===== src/rtl/tdc_readout.sv =====
// tdc_readout: consumer end of the TDC measurement interface.
// Each measurement is turned into one interval in fine-bin units and queued
// in a small FIFO. Each queued result is then sent as a fixed 9-byte frame:
//   A5 | interval[55:0], MSB first | {drops[5:0], 1'b0, neg}
module tdc_readout #(
   parameter int         FINE_BITS   = 5,
   parameter int         COARSE_BITS = 48,
   parameter int         FIFO_DEPTH  = 8,
   parameter logic [7:0] HEADER      = 8'hA5
) (
   input  logic                          clk,
   input  logic                          reset,
   input  logic                          meas_valid,
   input  logic [FINE_BITS-1:0]          bin_start,
   input  logic [FINE_BITS-1:0]          bin_stop,
   input  logic [COARSE_BITS-1:0]        coarse_count,
   output logic [7:0]                    tx_data,
   output logic                          tx_valid,
   input  logic                          tx_ready,
   output logic [$clog2(FIFO_DEPTH):0]   fifo_level,
   output logic                          busy
);

   localparam int AW  = $clog2(FIFO_DEPTH);
   localparam int LW  = AW + 1;
   // Signed working width of the interval computation. It must satisfy
   // SW - 1 <= IVW so that a non-negative result always fits the 56-bit field.
   localparam int SW  = COARSE_BITS + FINE_BITS + 2;
   localparam int IVW = 56;
   localparam int EW  = IVW + 1;

   typedef enum logic [3:0] {
      IDLE,
      HDR,
      DATA0,
      DATA1,
      DATA2,
      DATA3,
      DATA4,
      DATA5,
      DATA6,
      STAT
   } state_t;

   state_t           state;
   state_t           state_n;

   logic [SW-1:0]    diff_c;
   logic             neg_c;
   logic [IVW-1:0]   interval_c;

   logic [EW-1:0]    mem [FIFO_DEPTH];
   logic [AW-1:0]    wr_ptr;
   logic [AW-1:0]    rd_ptr;
   logic             full;
   logic             empty;
   logic             push;
   logic             drop;
   logic             pop;
   logic             adv;

   logic [5:0]       drop_cnt;
   logic [IVW-1:0]   frame_interval;
   logic             frame_neg;
   logic [5:0]       frame_drops;

   logic             tx_valid_n;
   logic [7:0]       tx_data_n;

   // Interval arithmetic, evaluated combinationally in the meas_valid cycle.
   always_comb begin
      diff_c     = {2'b00, coarse_count, {FINE_BITS{1'b0}}}
                   + SW'(bin_start) - SW'(bin_stop);
      neg_c      = diff_c[SW-1];
      interval_c = '0;
      if (!neg_c) begin
         interval_c[SW-2:0] = diff_c[SW-2:0];
      end
   end

   // A measurement that finds the FIFO full at its write edge is lost, even
   // if the readout pops in that very cycle: fullness is judged before the pop.
   assign full  = (fifo_level == LW'(FIFO_DEPTH));
   assign empty = (fifo_level == '0);
   assign push  = meas_valid && !full;
   assign drop  = meas_valid && full;

   // FIFO storage; contents need no reset because fifo_level gates every read.
   always_ff @(posedge clk) begin
      if (push) begin
         mem[wr_ptr] <= {interval_c, neg_c};
      end
   end

   // FIFO pointers and occupancy.
   always_ff @(posedge clk) begin
      if (reset) begin
         wr_ptr     <= '0;
         rd_ptr     <= '0;
         fifo_level <= '0;
      end else begin
         if (push) begin
            wr_ptr <= wr_ptr + AW'(1);
         end
         if (pop) begin
            rd_ptr <= rd_ptr + AW'(1);
         end
         case ({push, pop})
            2'b10:   fifo_level <= fifo_level + LW'(1);
            2'b01:   fifo_level <= fifo_level - LW'(1);
            default: fifo_level <= fifo_level;
         endcase
      end
   end

   // Drop counter: saturates at 63, cleared when snapshotted into a frame.
   // A drop in the snapshot cycle itself is carried into the next frame.
   always_ff @(posedge clk) begin
      if (reset) begin
         drop_cnt <= '0;
      end else if (pop) begin
         drop_cnt <= drop ? 6'd1 : 6'd0;
      end else if (drop && (drop_cnt != 6'd63)) begin
         drop_cnt <= drop_cnt + 6'd1;
      end
   end

   // Frame register: holds the result being sent, loaded at the pop.
   always_ff @(posedge clk) begin
      if (reset) begin
         frame_interval <= '0;
         frame_neg      <= 1'b0;
         frame_drops    <= '0;
      end else if (pop) begin
         {frame_interval, frame_neg} <= mem[rd_ptr];
         frame_drops                 <= drop_cnt;
      end
   end

   // Output stream handshake: a byte transfers on a rising edge where
   // tx_valid && tx_ready. Once tx_valid is raised, it and tx_data hold
   // unchanged until that transfer. tx_ready may change freely.
   assign adv = tx_valid && tx_ready;

   // State register plus registered stream outputs.
   always_ff @(posedge clk) begin
      if (reset) begin
         state    <= IDLE;
         tx_valid <= 1'b0;
         tx_data  <= 8'h00;
      end else begin
         state    <= state_n;
         tx_valid <= tx_valid_n;
         tx_data  <= tx_data_n;
      end
   end

   // Next state, pop request, and the byte to present in the next state.
   always_comb begin
      state_n    = state;
      pop        = 1'b0;
      tx_valid_n = 1'b0;
      tx_data_n  = 8'h00;

      case (state)
         IDLE: begin
            if (!empty) begin
               pop     = 1'b1;
               state_n = HDR;
            end
         end
         HDR:     if (adv) state_n = DATA0;
         DATA0:   if (adv) state_n = DATA1;
         DATA1:   if (adv) state_n = DATA2;
         DATA2:   if (adv) state_n = DATA3;
         DATA3:   if (adv) state_n = DATA4;
         DATA4:   if (adv) state_n = DATA5;
         DATA5:   if (adv) state_n = DATA6;
         DATA6:   if (adv) state_n = STAT;
         STAT:    if (adv) state_n = IDLE;
         default: state_n = IDLE;
      endcase

      // Bytes are derived from the frame register, which is stable for the
      // whole frame, so a stalled byte is re-presented unchanged.
      case (state_n)
         HDR: begin
            tx_valid_n = 1'b1;
            tx_data_n  = HEADER;
         end
         DATA0: begin
            tx_valid_n = 1'b1;
            tx_data_n  = frame_interval[55:48];
         end
         DATA1: begin
            tx_valid_n = 1'b1;
            tx_data_n  = frame_interval[47:40];
         end
         DATA2: begin
            tx_valid_n = 1'b1;
            tx_data_n  = frame_interval[39:32];
         end
         DATA3: begin
            tx_valid_n = 1'b1;
            tx_data_n  = frame_interval[31:24];
         end
         DATA4: begin
            tx_valid_n = 1'b1;
            tx_data_n  = frame_interval[23:16];
         end
         DATA5: begin
            tx_valid_n = 1'b1;
            tx_data_n  = frame_interval[15:8];
         end
         DATA6: begin
            tx_valid_n = 1'b1;
            tx_data_n  = frame_interval[7:0];
         end
         STAT: begin
            tx_valid_n = 1'b1;
            tx_data_n  = {frame_drops, 1'b0, frame_neg};
         end
         default: begin
            tx_valid_n = 1'b0;
            tx_data_n  = 8'h00;
         end
      endcase
   end

   assign busy = (state != IDLE);

endmodule


===== config.mk =====
export PLATFORM = sky130hd
export DESIGN_NAME = tdc_readout
export DESIGN_NICKNAME = d
export VERILOG_FILES = /design/src/rtl/tdc_readout.sv
export SDC_FILE = /design/constraint.sdc
export NUM_CORES = 1
export LEC_CHECK = 0
export ABC_AREA = 1
export CELL_PAD_IN_SITES_DETAIL_PLACEMENT = 1
export CELL_PAD_IN_SITES_GLOBAL_PLACEMENT = 2
export CORE_MARGIN = 2
export CORE_UTILIZATION = 45
export CTS_BUF_LIST = sky130_fd_sc_hd__clkbuf_16
export DETAILED_ROUTE_END_ITERATION = 7
export PLACE_DENSITY = 0.91
export SYNTH_ARGS = -nofsm -noshare
export SYNTH_HDL_FRONTEND = slang
export SYNTH_SLANG_ARGS = --single-unit

===== constraint.sdc =====
create_clock -name clk -period 8.1 [get_ports clk]
set_input_delay 1.62 -clock clk [delete_from_list [all_inputs] [get_ports clk]]
set_output_delay 1.62 -clock clk [all_outputs]
set_load 0.01 [all_outputs]

# After elaboration in Yosys (flattened, before gate mapping)

Memories as Yosys holds them, arrays and structs flattened. A register that Yosys moved wholly into a read port is not among the register bits.
Index checks and enable logic that the tools add are counted.

Add/subtract/negate cells: 7
Equality and inequality tests: 22
Multiplexer cells: 22
Reduce and logical (&&, ||, !) cells: 11

Operators with widths:

| kind                  | count |
|---|---|
| $pmux W8 S9           | 1 |
| $sub A54 B5 Y55       | 1 |
| $add A53 B5 Y54       | 1 |
| $mux W54              | 1 |
| $mux W4               | 10 |
| $pmux W4 S10          | 1 |
| $eq A4 B3 Y1 const B  | 8 |
| $eq A4 B4 Y1 const B  | 5 |
| $eq A4 B2 Y1 const B  | 4 |
| $mux W6               | 2 |
| $reduce_or A9 Y1      | 1 |
| $eq A4 B1 Y1 const B  | 2 |
| $logic_not A4 Y1      | 2 |
| $pmux W4 S2           | 1 |
| $add A3 B1 Y3 const B | 2 |
| $add A6 B1 Y6 const B | 1 |
| $mux W1               | 6 |
| $ne A6 B6 Y1 const B  | 1 |
| $add A4 B1 Y4 const B | 1 |
| $logic_and A1 B1 Y1   | 4 |
| $reduce_bool A2 Y1    | 2 |
| $reduce_bool A4 Y1    | 1 |
| $sub A4 B1 Y4 const B | 1 |
| $eq A2 B1 Y1 const B  | 1 |
| 2 further kinds       | 2 |

Flip-flop bits (word level): 91
RAM bits: 440
Bits of input ports: 62
Output and inout bits: 14
Memories: 1

Memories:

| name | words | bits a word | read ports | clocked after memory_dff | wr ports | line | source |
|---|---|---|---|---|---|---|---|
| mem  | 8     | 55          | 1          | 1                        | 1        | 52   | `logic [EW-1:0] mem [FIFO_DEPTH];` |

# Depth between registers and ports, before layout

Word-level depth: 6
Gate-level depth with buffers: 15
Mapped depth without buffers: 15

# Worst setup path after synthesis

Ideal clock, no wire load.

Path type: input to register
Start point: input meas_valid
End point: memory mem[1][0] (netlist name) (enable)
Setup time: 468 ps
Data arrival time: 4336 ps
Required time: 7632 ps
Slack: 3296 ps
Stages: 6
Buffers on the path: 0
Cell sequence: inv_1 nor2_1 inv_1 nor2_1 inv_1 nor2_1

Cells in the longest elaborated chain, start to end: 3

Ends and longest elaborated chain:

| what                          | line | source |
|---|---|---|
| start, declared               | 13   | `input logic meas_valid,` |
| $logic_and A1 B1 Y1           | 85   | `assign push = meas_valid && !full;` |
| $mux W1                       | 90   | `if (push) begin` |
| $mux W1 (not written as such) | 91   | `mem[wr_ptr] <= {interval_c, neg_c};` |
| end, declared                 | 52   |  |

No other way between the ends.

# Final worst setup path

Start point: input bin_start[0]
End point: memory mem[5][5] (netlist name) (data pin)

Cells in the longest elaborated chain, start to end: 3

Ends and longest elaborated chain:

| what              | line | source |
|---|---|---|
| start, declared   | 14   | `input logic [FINE_BITS-1:0] bin_start,` |
| $add A53 B5 Y54   | 73   | `+ SW'(bin_start) - SW'(bin_stop);` |
| $sub A54 B5 Y55   | 73   |  |
| $mux W54          | 76   | `if (!neg_c) begin` |
| via interval_c[4] | 50   | `logic [IVW-1:0] interval_c;` |

The timed path passes the listed nets, and every way through them passes these cells.

==> summary by stage <==
Run status
The flow ran to the end, and the final reports show no timing, DRC or antenna violations.

Worst setup path
The signal arrival time at the worst endpoint is 4.96 ns. Walking the worst path, the cells encountered are clkdlybuf4s50_1 > inv_1 > ha_1 > fa_1 > nor2_1 > nand2_1 > o21ai_2 > nor2_2 > nand2_2 > nor2_4 > nand2_2 > inv_2 > buf_4 > nor3_1. The longest individual stage delay on the worst path is between 0.7 and 0.8 ns.

Broken down by cell family, the worst path's largest delay share belongs to simple AND/OR/NAND/NOR gates. Of all nets on the critical path, the largest fanout is 38. The startpoint type of the worst setup path is a primary input. Among all stages on the critical path, the largest delay is contributed by nor3_1. The endpoint type of the worst setup path is a flop. STA puts the critical path data required time at 8.38 ns. The type of the setup path with the least slack is primary input to flop. The most numerous cell on the critical path is nand2_2. The sum of buffers and inverters on the critical path is 4.

Placed design
Before CTS, the worst setup slack after placement is 2.795 ns. Detailed placement ended at an HPWL of about 39000 µm. The congestion estimate from routability-driven global placement came to approximately 0.84. Port buffering added 75 buffers. The standard cell area after detailed placement is around 24000 µm².

Yosys
Summing every instance area after synthesis gives about 22000 µm². The synthesis-stage register bit count is 530. In the synthesized netlist the async set-or-reset flop fraction comes to 0%. The dominant synthesized flop cell is edfxtp_1. A synthesized cell averages 11.03 µm².

Counting every net in the synthesized netlist gives 2088. The count of mapped cells out of synthesis is 2013. Synthesis instantiated 39 different standard cells from the library. For this run, the number of Yosys warnings is 0. The cell type with the highest aggregate area in the netlist is edfxtp_1. The top cell type by area accounts for between 50 and 60% of the synthesized area. The share of the Yosys chip area taken by registers is 67.63%. The synthesized design contains 440 enable-type register cells. Yosys attributes the largest share of cell area to edfxtp_1, dfxtp_1, nor2_1.

Drt
The remaining antenna violation count is 0. The per-cell routed wire length is 24.04 µm. The final layout contains routed wiring with a total length of 66340 µm. The detailed-route vias per instance is 5.858. The routed via count is 16170.

The number of iterations in the first detailed-routing pass is 7. The number of DRC violations after detailed routing is 0. In this run, the number of DRC markers left after iteration 0 of detailed routing was 1477.

Die
The die extent in y is ~230 µm. The starting density of the core is 45.45%. The floorplan has 81 rows. The die width is about 230 µm. During I/O placement, the number of pins put on the boundary was 76.

The die covers 51130 µm². The floorplan core area is between 40000 and 50000 µm².

Pwr
The maximum ir drop on the vdd rail is 0.1576 mV. For this design the static power due to leakage is ~8.6 nW. After layout, the design draws a total of 0.007483 W. The power density over the cells is 297.3 nW/µm².

Cells and area
The layout-stage area growth over the synthesis result is 13.35%. At the end of the flow, the number of nets in the layout was 2128. For this run, the share of the core covered by cells in the final layout is between 50% and 60%. The post-route netlist has 6.205% of its cells at a drive strength greater than 1.

With fillers left out, the area of the finished cells amounts to 25170 µm².

Timing
Between clock sinks in the finished design, the worst skew comes to 0.02323 ns. The worst max-slew margin expressed relative to the limit is a little under a quarter. The slew of the pin with the lowest slew margin is 1.161 ns. The number of pins with negative max-slew slack in the final report was 0. The total of endpoints with negative setup slack in the final report is 0.

Derived from the worst setup path, the maximum achievable clock frequency is around 210 MHz. The total negative setup slack is 0 ns. In the finished design, the share of the clock period the worst path needs comes to 57.83%. The worst setup margin is 3.416 ns. Setup repair after global routing left no endpoint under its margin.

The number of endpoints with negative hold slack in the final report is 0. The smallest clock period supported by the final layout is computed as 4.684 ns.

Run
Max-cap violations in this run came to 0.

Clock network
The number of gates resized after cts is 0. TritonCTS built the clock tree. The root buffer cell chosen for the clock tree is clkbuf_16. The number of hold buffers added after CTS was 0. Post-CTS timing repair inserted 0 buffers for setup.

The clock-pin slew on the worst setup and hold paths is 0.06 ns. No sink is reached through more buffers than the 3 on the longest clock path. The total clock sinks is 530.

The later pin in the worst-skew pair is clocked with a latency of 0.60 ns. The maximum level of the CTS H-tree is 2. The clock buffer count from CTS is 51.

GRT
Entering global routing, the biggest net connects 134 pins. The total congestion overflow after global routing is 0. The number of antenna violations at the first check in global routing is 2. The global-route usage over all layers is roughly a quarter. The first global-routing pass estimated roughly 99000 µm of wire. The number of global-route vias before repair is roughly 17000.

Min path
The tightest min-delay check is of the flop to flop type.
-- routing by layer --
metal  GRT usage (%)  vias up  part of all wire (%)
met2           43.01      658                    47
li1                -     7261                     -
met1           35.39     8092                    42
met3           3.851      158                   6.7
met4           9.741        0                   3.3
met5               0        -                     0
-- cells in the mapped netlist (all sizes together) (2+ instances only) --
cell / number
nand4: 22
fa: 2
edfxtp: 440
nor2: 400
inv: 101
xor2: 18
nand2: 264
buf: 34
a211oi: 3
a21oi: 31
o221ai: 110
dfxtp: 90
clkbuf: 74
nand3: 98
nand3b: 7
nor3b: 3
xnor2: 13
nor3: 12
o21bai: 2
a31oi: 4
o21ai: 268
ha: 11
-- path summary, 6_finish.rpt --
kind | from | end | slack (ns) | cells past startpoint
max | bin_start[0] | mem[5][5] | 3.42 | 14
min | frame_neg | frame_neg | 0.46 | 2
max reg2reg | rd_ptr[0] | frame_interval[45] | 4.63 | 6
min reg2reg | frame_neg | frame_neg | 0.46 | 2
-- where the power goes --
group	leakage (nW)	internal [W]	switching, W
sequential	4.74	0.00320	0.000163
clock	0.842	0.00129	0.00103
combinational	3.04	0.000496	0.00131
-- through the flow --
stage          hold slack (ns)  std cells
2_1_floorplan           0.4265       2013
3_3_place_gp            0.4406       2664
3_5_place_dp            0.4470       2664
4_1_cts                 0.4578       2759
5_1_grt                 0.4831       2759
6_report                0.4599       2760
-- cell usage in the layout, fill, tap and decap left out, drive strengths merged --
master / n
a211oi: 3
a21oi: 31
a22o: 1
a311oi: 1
a31oi: 4
buf: 20
bufinv: 4
clkbuf: 52
clkdlybuf4s50: 75
clkinv: 24
clkinvlp: 1
dfxtp: 90
diode: 1
edfxtp: 440
fa: 2
ha: 11
inv: 115
nand2: 264
nand3: 98
nand3b: 7
nand4: 22
nor2: 400
nor3: 12
nor3b: 3
nor4: 1
o211ai: 1
o21a: 1
o21ai: 268
o21bai: 2
o221ai: 110
o31ai: 1
xnor2: 13
xor2: 18
-- final cells by class --
class / instances / area (µm²)
Clock buffer: 52 / 1301
Multi-Input combinational cell: 1274 / 6416
Clock inverter: 43 / 307.8
Antenna cell: 1 / 2.502
Fill cell: 5205 / 23680
Inverter: 101 / 385.4
Timing Repair Buffer: 95 / 900.9
Sequential cell: 530 / 15020
Tap cell: 664 / 830.8
-- sequential cells by signal, indices dropped and copies added (netlist names) --
name / cells
wr_ptr: 3
tx_data: 8
fifo_level: 4
drop_cnt: 6
state: 4
rd_ptr: 3
frame_neg: 1
tx_valid: 1
mem: 440
frame_interval: 54
frame_drops: 6
-- worst min-delay path: cells and delay by family, from the launching register on --
family | cells | cell delay, ns
DFF | 1 | 0.31
and+or+nand+nor | 2 | 0.10
-- cell families (layout without fill, tap and decap cells) --
family                   count (synthesis)  count (layout)  synth area share (%)
AO/OA/AOI/OAI                          423             423                 11.61
XOR/XNOR                                31              31                 1.223
adder cells (fa/ha/maj)                 13              13                0.8003
buffers and inverters                  209             291                 3.776
flip-flops                             530             530                 67.63
other                                    0               1                     0
AND/OR/NAND/NOR                        807             807                 14.96
No activity file was read; power rests on OpenSTA's default activity.
